[src/rtl/rob_if.sv]
// -----------------------------------------------------------------------------
// rob_if
// Bundles the reorder buffer's dispatch, CDB, query, commit and occupancy
// signals so they can be passed around as a single port.
//
// Modports
//   slave  : the reorder buffer itself (receives dispatch/CDB/query inputs,
//            drives allocation, query, commit and count outputs)
//   master : the surrounding pipeline / testbench (the mirror image)
//
// Optional: ROB_FLUSH_EN adds the 1-bit flush signal.
// -----------------------------------------------------------------------------
interface rob_if #(
    parameter int XLEN          = 32,
    parameter int ROB_TAG_WIDTH = 4
);
`ifdef ROB_FLUSH_EN
    logic                     flush;
`endif
    // dispatch / allocation
    logic                     alloc_valid;
    logic [4:0]               alloc_rd_index;
    logic                     alloc_ready;
    logic [ROB_TAG_WIDTH-1:0] alloc_tag;
    logic                     rob_entry_alloc;
    // common data bus
    logic                     cdb_valid;
    logic [ROB_TAG_WIDTH-1:0] cdb_tag;
    logic [XLEN-1:0]          cdb_data;
    // operand lookup
    logic [ROB_TAG_WIDTH-1:0] query1_tag;
    logic [ROB_TAG_WIDTH-1:0] query2_tag;
    logic                     query1_ready;
    logic                     query2_ready;
    logic [XLEN-1:0]          query1_value;
    logic [XLEN-1:0]          query2_value;
    // in-order retirement
    logic                     commit_valid;
    logic                     commit_write_en;
    logic [4:0]               commit_rd_index;
    logic [XLEN-1:0]          commit_data;
    logic [ROB_TAG_WIDTH-1:0] commit_tag;
    logic [ROB_TAG_WIDTH:0]   count;

    modport slave (
`ifdef ROB_FLUSH_EN
        input  flush,
`endif
        input  alloc_valid, alloc_rd_index,
        input  cdb_valid, cdb_tag, cdb_data,
        input  query1_tag, query2_tag,
        output alloc_ready, alloc_tag, rob_entry_alloc,
        output query1_ready, query2_ready, query1_value, query2_value,
        output commit_valid, commit_write_en, commit_rd_index, commit_data, commit_tag,
        output count
    );

    modport master (
`ifdef ROB_FLUSH_EN
        output flush,
`endif
        output alloc_valid, alloc_rd_index,
        output cdb_valid, cdb_tag, cdb_data,
        output query1_tag, query2_tag,
        input  alloc_ready, alloc_tag, rob_entry_alloc,
        input  query1_ready, query2_ready, query1_value, query2_value,
        input  commit_valid, commit_write_en, commit_rd_index, commit_data, commit_tag,
        input  count
    );
endinterface

[src/rtl/reorder_buffer.sv]
// -----------------------------------------------------------------------------
// reorder_buffer
// Circular reorder buffer: hands out tags to dispatched instructions, captures
// results from the CDB, answers tag-indexed operand lookups, and retires
// results strictly in program order (one per cycle).
//
// Ports
//   clk   : clock, all state updates on the rising edge
//   reset : asynchronous active-low reset
//   rob   : rob_if.slave bundle
//           alloc_valid/alloc_rd_index -> alloc_ready/alloc_tag/rob_entry_alloc
//           cdb_valid/cdb_tag/cdb_data  (result capture)
//           query{1,2}_tag -> query{1,2}_ready/query{1,2}_value
//           commit_valid/commit_write_en/commit_rd_index/commit_data/commit_tag
//           count (occupied entries, 0..2**ROB_TAG_WIDTH)
//
// Build option: define ROB_FLUSH_EN to add rob.flush, which empties the
// buffer and overrides allocation, capture and commit in that cycle.
// -----------------------------------------------------------------------------
module reorder_buffer #(
    parameter int XLEN          = 32,
    parameter int ROB_TAG_WIDTH = 4
) (
    input logic  clk,
    input logic  reset,
    rob_if.slave rob
);
    localparam int                     ROB_SIZE   = 1 << ROB_TAG_WIDTH;
    localparam logic [ROB_TAG_WIDTH:0] FULL_COUNT = (ROB_TAG_WIDTH+1)'(ROB_SIZE);

    // control state (reset)
    logic [ROB_SIZE-1:0]      valid_q, valid_d;
    logic [ROB_SIZE-1:0]      ready_q, ready_d;
    logic [ROB_TAG_WIDTH-1:0] head_q, head_d;
    logic [ROB_TAG_WIDTH-1:0] tail_q, tail_d;
    logic [ROB_TAG_WIDTH:0]   count_q, count_d;

    // payload state (no reset; only meaningful while the entry is valid)
    logic [4:0]               rd_q    [ROB_SIZE];
    logic [XLEN-1:0]          value_q [ROB_SIZE];

    logic flush_w;
    logic alloc_ready_w;
    logic alloc_fire;
    logic commit_fire;
    logic cdb_hit;

`ifdef ROB_FLUSH_EN
    assign flush_w = rob.flush;
`else
    assign flush_w = 1'b0;
`endif

    // Full is judged on registered count only; a commit in the same cycle
    // does not open a slot until the next cycle.
    assign alloc_ready_w = (count_q != FULL_COUNT);
    assign alloc_fire    = rob.alloc_valid && alloc_ready_w;
    assign commit_fire   = valid_q[head_q] && ready_q[head_q] && !flush_w;
    assign cdb_hit       = rob.cdb_valid && valid_q[rob.cdb_tag];

    always_comb begin
        valid_d = valid_q;
        ready_d = ready_q;
        head_d  = head_q;
        tail_d  = tail_q;
        count_d = count_q;
        if (flush_w) begin
            valid_d = '0;
            ready_d = '0;
            head_d  = '0;
            tail_d  = '0;
            count_d = '0;
        end else begin
            if (cdb_hit) begin
                ready_d[rob.cdb_tag] = 1'b1;
            end
            if (commit_fire) begin
                valid_d[head_q] = 1'b0;
                head_d          = head_q + 1'b1;
            end
            // tail never equals head while both fire: that needs an empty
            // buffer (no commit) or a full one (no allocation).
            if (alloc_fire) begin
                valid_d[tail_q] = 1'b1;
                ready_d[tail_q] = 1'b0;
                tail_d          = tail_q + 1'b1;
            end
            case ({alloc_fire, commit_fire})
                2'b10:   count_d = count_q + 1'b1;
                2'b01:   count_d = count_q - 1'b1;
                default: count_d = count_q;
            endcase
        end
    end

    always_ff @(posedge clk or negedge reset) begin
        if (!reset) begin
            valid_q <= '0;
            ready_q <= '0;
            head_q  <= '0;
            tail_q  <= '0;
            count_q <= '0;
        end else begin
            valid_q <= valid_d;
            ready_q <= ready_d;
            head_q  <= head_d;
            tail_q  <= tail_d;
            count_q <= count_d;
        end
    end

    always_ff @(posedge clk) begin
        if (alloc_fire) begin
            rd_q[tail_q] <= rob.alloc_rd_index;
        end
        if (cdb_hit) begin
            value_q[rob.cdb_tag] <= rob.cdb_data;
        end
    end

    assign rob.alloc_ready     = alloc_ready_w;
    assign rob.alloc_tag       = tail_q;
    assign rob.rob_entry_alloc = alloc_fire;

    assign rob.query1_ready    = valid_q[rob.query1_tag] && ready_q[rob.query1_tag];
    assign rob.query2_ready    = valid_q[rob.query2_tag] && ready_q[rob.query2_tag];
    assign rob.query1_value    = value_q[rob.query1_tag];
    assign rob.query2_value    = value_q[rob.query2_tag];

    assign rob.commit_valid    = commit_fire;
    assign rob.commit_write_en = commit_fire && (rd_q[head_q] != 5'd0);
    assign rob.commit_rd_index = rd_q[head_q];
    assign rob.commit_data     = value_q[head_q];
    assign rob.commit_tag      = head_q;
    assign rob.count           = count_q;
endmodule

[src/flat_wrapper.sv]
// flat-port wrapper written by rule: the top's interface ports become plain ports
module reorder_buffer_flat 
#(
    parameter int XLEN          = 32,
    parameter int ROB_TAG_WIDTH = 4
)
  (clk, reset, rob_alloc_valid, rob_alloc_rd_index, rob_cdb_valid, rob_cdb_tag, rob_cdb_data, rob_query1_tag, rob_query2_tag, rob_alloc_ready, rob_alloc_tag, rob_rob_entry_alloc, rob_query1_ready, rob_query2_ready, rob_query1_value, rob_query2_value, rob_commit_valid, rob_commit_write_en, rob_commit_rd_index, rob_commit_data, rob_commit_tag, rob_count);
  rob_if #(.XLEN(XLEN), .ROB_TAG_WIDTH(ROB_TAG_WIDTH)) rob_i ();
  input logic clk;
  input logic reset;
  input wire logic [$bits(rob_i.alloc_valid)-1:0] rob_alloc_valid;
  input wire logic [$bits(rob_i.alloc_rd_index)-1:0] rob_alloc_rd_index;
  input wire logic [$bits(rob_i.cdb_valid)-1:0] rob_cdb_valid;
  input wire logic [$bits(rob_i.cdb_tag)-1:0] rob_cdb_tag;
  input wire logic [$bits(rob_i.cdb_data)-1:0] rob_cdb_data;
  input wire logic [$bits(rob_i.query1_tag)-1:0] rob_query1_tag;
  input wire logic [$bits(rob_i.query2_tag)-1:0] rob_query2_tag;
  output wire logic [$bits(rob_i.alloc_ready)-1:0] rob_alloc_ready;
  output wire logic [$bits(rob_i.alloc_tag)-1:0] rob_alloc_tag;
  output wire logic [$bits(rob_i.rob_entry_alloc)-1:0] rob_rob_entry_alloc;
  output wire logic [$bits(rob_i.query1_ready)-1:0] rob_query1_ready;
  output wire logic [$bits(rob_i.query2_ready)-1:0] rob_query2_ready;
  output wire logic [$bits(rob_i.query1_value)-1:0] rob_query1_value;
  output wire logic [$bits(rob_i.query2_value)-1:0] rob_query2_value;
  output wire logic [$bits(rob_i.commit_valid)-1:0] rob_commit_valid;
  output wire logic [$bits(rob_i.commit_write_en)-1:0] rob_commit_write_en;
  output wire logic [$bits(rob_i.commit_rd_index)-1:0] rob_commit_rd_index;
  output wire logic [$bits(rob_i.commit_data)-1:0] rob_commit_data;
  output wire logic [$bits(rob_i.commit_tag)-1:0] rob_commit_tag;
  output wire logic [$bits(rob_i.count)-1:0] rob_count;
  assign rob_i.alloc_valid = rob_alloc_valid;
  assign rob_i.alloc_rd_index = rob_alloc_rd_index;
  assign rob_i.cdb_valid = rob_cdb_valid;
  assign rob_i.cdb_tag = rob_cdb_tag;
  assign rob_i.cdb_data = rob_cdb_data;
  assign rob_i.query1_tag = rob_query1_tag;
  assign rob_i.query2_tag = rob_query2_tag;
  assign rob_alloc_ready = rob_i.alloc_ready;
  assign rob_alloc_tag = rob_i.alloc_tag;
  assign rob_rob_entry_alloc = rob_i.rob_entry_alloc;
  assign rob_query1_ready = rob_i.query1_ready;
  assign rob_query2_ready = rob_i.query2_ready;
  assign rob_query1_value = rob_i.query1_value;
  assign rob_query2_value = rob_i.query2_value;
  assign rob_commit_valid = rob_i.commit_valid;
  assign rob_commit_write_en = rob_i.commit_write_en;
  assign rob_commit_rd_index = rob_i.commit_rd_index;
  assign rob_commit_data = rob_i.commit_data;
  assign rob_commit_tag = rob_i.commit_tag;
  assign rob_count = rob_i.count;
  reorder_buffer #(.XLEN(XLEN), .ROB_TAG_WIDTH(ROB_TAG_WIDTH)) u_core (.clk(clk), .reset(reset), .rob(rob_i));
endmodule
[config.mk]
export PLATFORM = sky130hd
export DESIGN_NAME = reorder_buffer_flat
export DESIGN_NICKNAME = d
export VERILOG_FILES = /design/src/rtl/rob_if.sv /design/src/rtl/reorder_buffer.sv /design/src/flat_wrapper.sv
export SDC_FILE = /design/constraint.sdc
export NUM_CORES = 1
export LEC_CHECK = 0
export CAP_MARGIN = 30
export CORE_UTILIZATION = 45
export DETAILED_ROUTE_END_ITERATION = 10
export SLEW_MARGIN = 25
export SYNTH_ARGS = -nofsm -noshare
export SYNTH_HDL_FRONTEND = slang
export SYNTH_SLANG_ARGS = --single-unit
[constraint.sdc]
create_clock -name clk -period 4.7 [get_ports clk]
set_input_delay 0.705 -clock clk [delete_from_list [all_inputs] [get_ports clk]]
set_output_delay 0.705 -clock clk [all_outputs]
set_load 0.005 [all_outputs]
==> impl_metrics.ini, run 1 <==
[run_status]
status = completed

[yosys]
syn_inst = 1499
synth-edff-count = 592
synth_area_leaders = edfxtp_1 (54%), mux4_2 (31%), mux4_1 (5.7%)
synth-seq-cells = 637
synth_top_area_share_pct = 54.0
ys_seq_area_share_pct = 57.4
syn-cell-area_mm2 = 0.0329
syn_avg_cell_area_um2 = 22.0
synth.largest_area_cell = edfxtp_1
yosysMostFrequentCell = edfxtp_1
synth-main-ff-cell = edfxtp_1
ys_warn_count = 0
synth_commonest_cells = edfxtp_1 (592), mux4_2 (446), mux4_1 (72)
ys_types = 49
synthArstFlopShare_pct = 7.06
synth_nets = 1564

[floorplanning]
num_io_pins = 173
rows = 98
die_y_um = 272
dieArea_mm2 = 0.0743
die_w_um = 272
core_mm2 = 0.0720
initial_core_util_pct = 45.7

[placed_design]
gp_congestion = 0.775
hpwl_mm = 52.5
port-buffer-count = 172
dp_slack_ns = 0.913

[final_layout]
multi_input_area_mm2 = 0.0133
syn2layout_area_growth_pct = 16.7
drive_above_1_share_pct = 37.3
fin_nets = 1743
seqCellArea_mm2 = 0.0189
n_fill_cell = 5489

[timing]
hold_viol = 0
period_needed_ns = 4.34
setup_violations = 0
rsz0062_at_grt = false
fin_skew_ns = 0.0315
tightest_slew_ns = 0.931
max_freq_ghz = 0.230
fin_crit_sh_pct = 92.3
fin_ws_ns = 0.361
setup_tns_ns = 0
relSlewSlack_pct = 37.9
slew_violations = 0

[route]
drc = 0
wl_mm = 90.9
postRouteAntennaNets = 0
wl_per_cell_um = 33.8
firstDrtPassIters = 5
vias = 18200
drtIter0Drc = 1972
vias_per_cell = 6.77

[global_route]
grt_max_degree = 90
grt_overflow = 0
grt_usage_pct = 25.1
grt_pass1_wl_mm = 133
antenna_found_initial = 5
grt_pass1_vias = 19300

[clocking]
cts_setup_buffers = 0
clock_latency_ns = 0.63
h-tree-depth = 3
cts_buffer_depth = 3
hold_buffers = 0
cts_num_sinks = 637
root_buffer = clkbuf_16
cts.clk_slew.worst_paths_ns = 0.06
post_cts_resized = 0
cts_buffers = 73
cts_tree = done

[power_and_ir_drop]
p_leak_uw = 0.0122
power_density_mw_per_mm2 = 483
peakVddDrop_v = 0.000495

[setup_path]
crit_start = u_core.rob.commit_tag[0]
crit_path_end_kind = output pin
cp_data_arrival_time_ns = 3.63
critPathKind = register to output pin
r2r_cells = 13
critPathCapture = rob_commit_data[30]
worstPathRequired_ns = 3.99
r2r-end = u_core.rob.count[4]
critPathLaunchType = register
r2r_setup_slack_ns = 0.95
crit_path_max_fanout = 28
timing.rr.start = u_core.rob.commit_tag[1]

[run]
drv_cap = 0

[min_path]
min_path_type = input pin to async pin
## metrics by stage
step / std cells / hold WS [ns] / total power (uW) / util, % / cell area (um^2)
after floorplan: 1499 / 0.409 / 10700 / - / 32900
after global placement: 2552 / 0.476 / 12900 / 49.9 / 35900
after detailed placement: 2553 / 0.481 / 12900 / 49.9 / 36000
after CTS: 2688 / 0.00250 / 18700 / 53.4 / 38400
after global routing: 2690 / 0.0269 / 19300 / 53.4 / 38400
final: 2691 / 0.0147 / 18600 / 53.4 / 38400
## critical path, stage by stage, from the launching register on
cell and delay (ns):
dfrtp_4 0.69, buf_4 0.56, mux4_1 0.67, mux4_2 0.57
clkdlybuf4s50_1 0.48
## layout make-up
| cell class | instances | share of cell area (%) |
|---|---|---|
| Timing Repair Buffer | 234 | 6.46 |
| Clock buffer | 83 | 4.96 |
| Inverter | 9 | 0.0879 |
| Clock inverter | 52 | 1.43 |
| Sequential cell | 637 | 49.3 |
| Multi-Input combinational cell | 723 | 34.7 |
| Tap cell | 950 | 3.09 |
| Antenna cell | 3 | 0.0195 |
## routing by layer
metal	share of wire, %	routed length (um)	track usage [%]
met3	7.6	6920	4.88
met2	49	44700	39.8
met5	0.029	26	0
met4	2.3	2120	7.64
met1	41	37100	35.5
## state kept, by name, indices dropped and copies added (netlist names)
signal and flops:
u_core.rob.count 5, u_core.ready_q 16, u_core.rob.alloc_tag 4, u_core.valid_q 16, u_core.rob.commit_tag 4, u_core.rd_q 80
u_core.value_q 512
## how the worst min path moves through the flow
stage	startpoint	end	depth (start not counted)
floorplan	reset	u_core.ready_q[0]	0
global placement	u_core.ready_q[15]	u_core.ready_q[15]	1
detailed placement	u_core.ready_q[15]	u_core.ready_q[15]	1
CTS	reset	u_core.rob.count[0]	1
global route	reset	u_core.rob.count[0]	1
finish	reset	u_core.rob.count[0]	1
## report_power, final
part / switching, uW / internal (uW) / total [uW]
combinational: 2610 / 3100 / 5710
clock: 2350 / 3480 / 5830
sequential: 454 / 6560 / 7010
## cells in the final DEF, fill, tap and decap left out, drive strengths merged, types with 2 or more instances in the layout
| cell | netlist | routed |
|---|---|---|
| a22oi | 4 | 4 |
| clkbuf | 43 | 83 |
| nor2 | 34 | 34 |
| xor2 | 5 | 5 |
| diode | 0 | 3 |
| a31oi | 4 | 4 |
| clkdlybuf4s50 | 0 | 163 |
| nand2 | 46 | 46 |
| inv | 9 | 14 |
| ha | 12 | 12 |
| mux2i | 2 | 2 |
| bufinv | 0 | 10 |
| edfxtp | 592 | 592 |
| mux4 | 518 | 518 |
| nand2b | 5 | 5 |
| clkinvlp | 0 | 4 |
| o22a | 13 | 13 |
| mux2 | 2 | 2 |
| a32o | 5 | 5 |
| nor2b | 3 | 3 |
| o2bb2ai | 12 | 12 |
| a21oi | 5 | 5 |
| o21ai | 7 | 7 |
| o211a | 2 | 2 |
| xnor2 | 5 | 5 |
| nand4 | 2 | 2 |
| o211ai | 2 | 2 |
| clkinv | 0 | 33 |
| buf | 85 | 71 |
| nor3 | 9 | 9 |
| nand3 | 16 | 16 |
| dfrtp | 45 | 45 |
## kinds of logic (layout without fill, tap and decap cells)
group | count (synthesis) | count (layout) | synth area share [%]
AO/OA/AOI/OAI | 59 | 59 | 1.40
multiplexers | 522 | 522 | 36.4
other | 0 | 3 | 0
flip-flops | 637 | 637 | 57.4
buffers and inverters | 139 | 378 | 2.43
XOR/XNOR | 10 | 10 | 0.266
adder cells (fa/ha/maj) | 12 | 12 | 0.456
AND/OR/NAND/NOR | 120 | 120 | 1.60
Power figures use the tool's default switching activity.
==> run 2, diff against run 1 <==
--- a/config.mk
+++ b/config.mk
@@ -6,8 +6,9 @@
 export NUM_CORES = 1
 export LEC_CHECK = 0
 export CAP_MARGIN = 30
-export CORE_UTILIZATION = 45
+export CORE_UTILIZATION = 55
 export DETAILED_ROUTE_END_ITERATION = 10
+export PLACE_DENSITY = 0.74
 export SLEW_MARGIN = 25
 export SYNTH_ARGS = -nofsm -noshare
 export SYNTH_HDL_FRONTEND = slang
==> run 2 against run 1 <==
  * The flow now finishes with violations (design-rule violations)
  * Flip-flop and latch count is the same
  * Largest cell class unchanged
  * Critical endpoint is now rob_commit_data[5]
  * Hold slack gained 0.17 ns
  * Sequential power is essentially flat
  * Die area fell by 18%
  * Wire length shrank 4.8%
  * Clock skew down 0.0052 ns
  * Total power fell by 3.3%
  * Clock-buffer cell count rose by 5
  * Combinational power is 0.9% lower
  * Critical path depth is 1 higher
  * Fmax is 1.0% higher
  * Critical path type unchanged
==> impl_metrics.ini, run 2 (same netlist as run 1, synthesis figures left out) <==
[run_status]
status = finished with violations
violations = design-rule violations

[setup_path]
worstPathRequired_ns = 3.99
cp.depth = 5
r2r_cells = 13
critPathCapture = rob_commit_data[5]
cp_data_arrival_time_ns = 3.59
r2r_setup_slack_ns = 0.79
crit_path_max_fanout = 42
crit_start = u_core.rob.commit_tag[0]
crit_buf_inv = 3
crit_path_end_kind = output pin
timing.rr.start = u_core.rob.commit_tag[1]
critPathKind = register to output pin
r2r-end = u_core.rob.count[4]
cp_slowest_cell = dfrtp_4
cp_top_family = buffers and inverters
max_stage_delay_ns = 0.70
critPathLaunchType = register
crit_path_cell_trace = buf_12 > buf_4 > mux4_1 > mux4_2 > clkdlybuf4s50_1

[route]
firstDrtPassIters = 8
postRouteAntennaNets = 0
vias_per_cell = 7.35
drc = 44
drtIter0Drc = 2155
wl_mm = 86.6
vias = 18500
wl_per_cell_um = 34.5

[floorplanning]
die_y_um = 247
rows = 89
core_mm2 = 0.0591
num_io_pins = 173
die_w_um = 247
initial_core_util_pct = 55.7
dieArea_mm2 = 0.0608

[placed_design]
port-buffer-count = 172
dp_slack_ns = 0.840
hpwl_mm = 52.1
place_inst = 2385
gp_congestion = 0.821

[final_layout]
final_common_cell = edfxtp_1
n_fill_cell = 3850
regMostFlops = u_core.value_q
seqCellArea_mm2 = 0.0189
largestRegisters = u_core.value_q (512), u_core.rd_q (80)
final_cells = 2511
largest_register_ff_count = 512
drive_above_1_share_pct = 37.0
multi_input_area_mm2 = 0.0133
syn2layout_area_growth_pct = 15.1
final_cell_mix = edfxtp_1 (592), mux4_2 (446), clkdlybuf4s50_1 (163), mux4_1 (72), clkbuf_16 (70)
fin_nets = 1747

[clocking]
root_buffer = clkbuf_16
hold_buffers = 0
cts.clk_slew.worst_paths_ns = 0.06
cts_tree = done
cts_setup_buffers = 0
clock_latency_ns = 0.62
cts_buffers = 68
cts_num_sinks = 637
post_cts_resized = 0
cts_buffer_depth = 3
h-tree-depth = 3

[global_route]
grt_pass1_vias = 18900
grt_max_degree = 77
grt_overflow = 0
grt_usage_pct = 29.5
antenna_found_initial = 2
grt_pass1_wl_mm = 128

[timing]
tightest_slew_ns = 0.975
rsz0062_at_grt = false
max_freq_ghz = 0.233
period_needed_ns = 4.30
fin_crit_sh_pct = 91.4
fin_ws_ns = 0.404
relSlewSlack_pct = 35.0
setup_tns_ns = 0
setup_violations = 0
slew_violations = 0
hold_viol = 0
fin_skew_ns = 0.0263

[power_and_ir_drop]
pwr-share-comb_pct = 31.6
switching_share_pct = 29.0
p_switching_uw = 5200
power_density_mw_per_mm2 = 474
internal_power_uw = 12700
peakVddDrop_v = 0.000382
p_leak_uw = 0.0121
p_seq_share_pct = 39.0
power.clock.fraction_pct = 29.5

[min_path]
min_path_type = input pin to async pin

[run]
drv_cap = 0
run 2: cell type report:
class	count	area share [%]
Antenna cell	2	0.0132
Clock buffer	88	4.80
Clock inverter	36	0.928
Inverter	9	0.0892
Multi-Input combinational cell	723	35.2
Sequential cell	637	49.9
Tap cell	773	2.55
Timing Repair Buffer	243	6.49
run 2: worst min-delay path by stage:
stage               slack [ns]  cells after the start                  end         startpoint
finish                    0.19                      2  u_core.rob.count[0]              reset
global route              0.23                      2  u_core.rob.count[0]              reset
CTS                       0.19                      2    u_core.valid_q[4]              reset
detailed placement        0.48                      1    u_core.ready_q[6]  u_core.ready_q[6]
global placement          0.47                      1    u_core.ready_q[6]  u_core.ready_q[6]
floorplan                 0.41                      0    u_core.ready_q[0]              reset
run 2: per-stage QoR:
step / utilization [%] / hold slack [ns] / total power, uW / area, um^2
final: 64.1 / 0.186 / 17900 / 37900
after global routing: 64.1 / 0.231 / 18600 / 37900
after CTS: 64.1 / 0.195 / 18000 / 37900
after detailed placement: 60.4 / 0.478 / 12800 / 35700
after global placement: 60.4 / 0.471 / 12700 / 35700
after floorplan: - / 0.409 / 10700 / 32900
run 2: layer usage:
| layer | wire length [um] | part of all wire [%] | track usage [%] | up-vias |
|---|---|---|---|---|
| li1 | - | - | - | 7202 |
| met1 | 32500 | 38 | 41.6 | 9991 |
| met2 | 43000 | 50 | 46.5 | 1091 |
| met3 | 8430 | 9.7 | 5.81 | 171 |
| met4 | 2680 | 3.1 | 10.8 | 4 |
| met5 | 26 | 0.030 | 0 | - |
run 2: power groups by stage:
| stage | Clock [uW] | Combinational (uW) | Sequential (uW) |
|---|---|---|---|
| floorplan | 0 | 3860 | 6830 |
| global placement | 0 | 5640 | 7080 |
| detailed placement | 0 | 5670 | 7100 |
| CTS | 5360 | 5700 | 6980 |
| global route | 5570 | 5990 | 7040 |
| finish | 5290 | 5660 | 6990 |
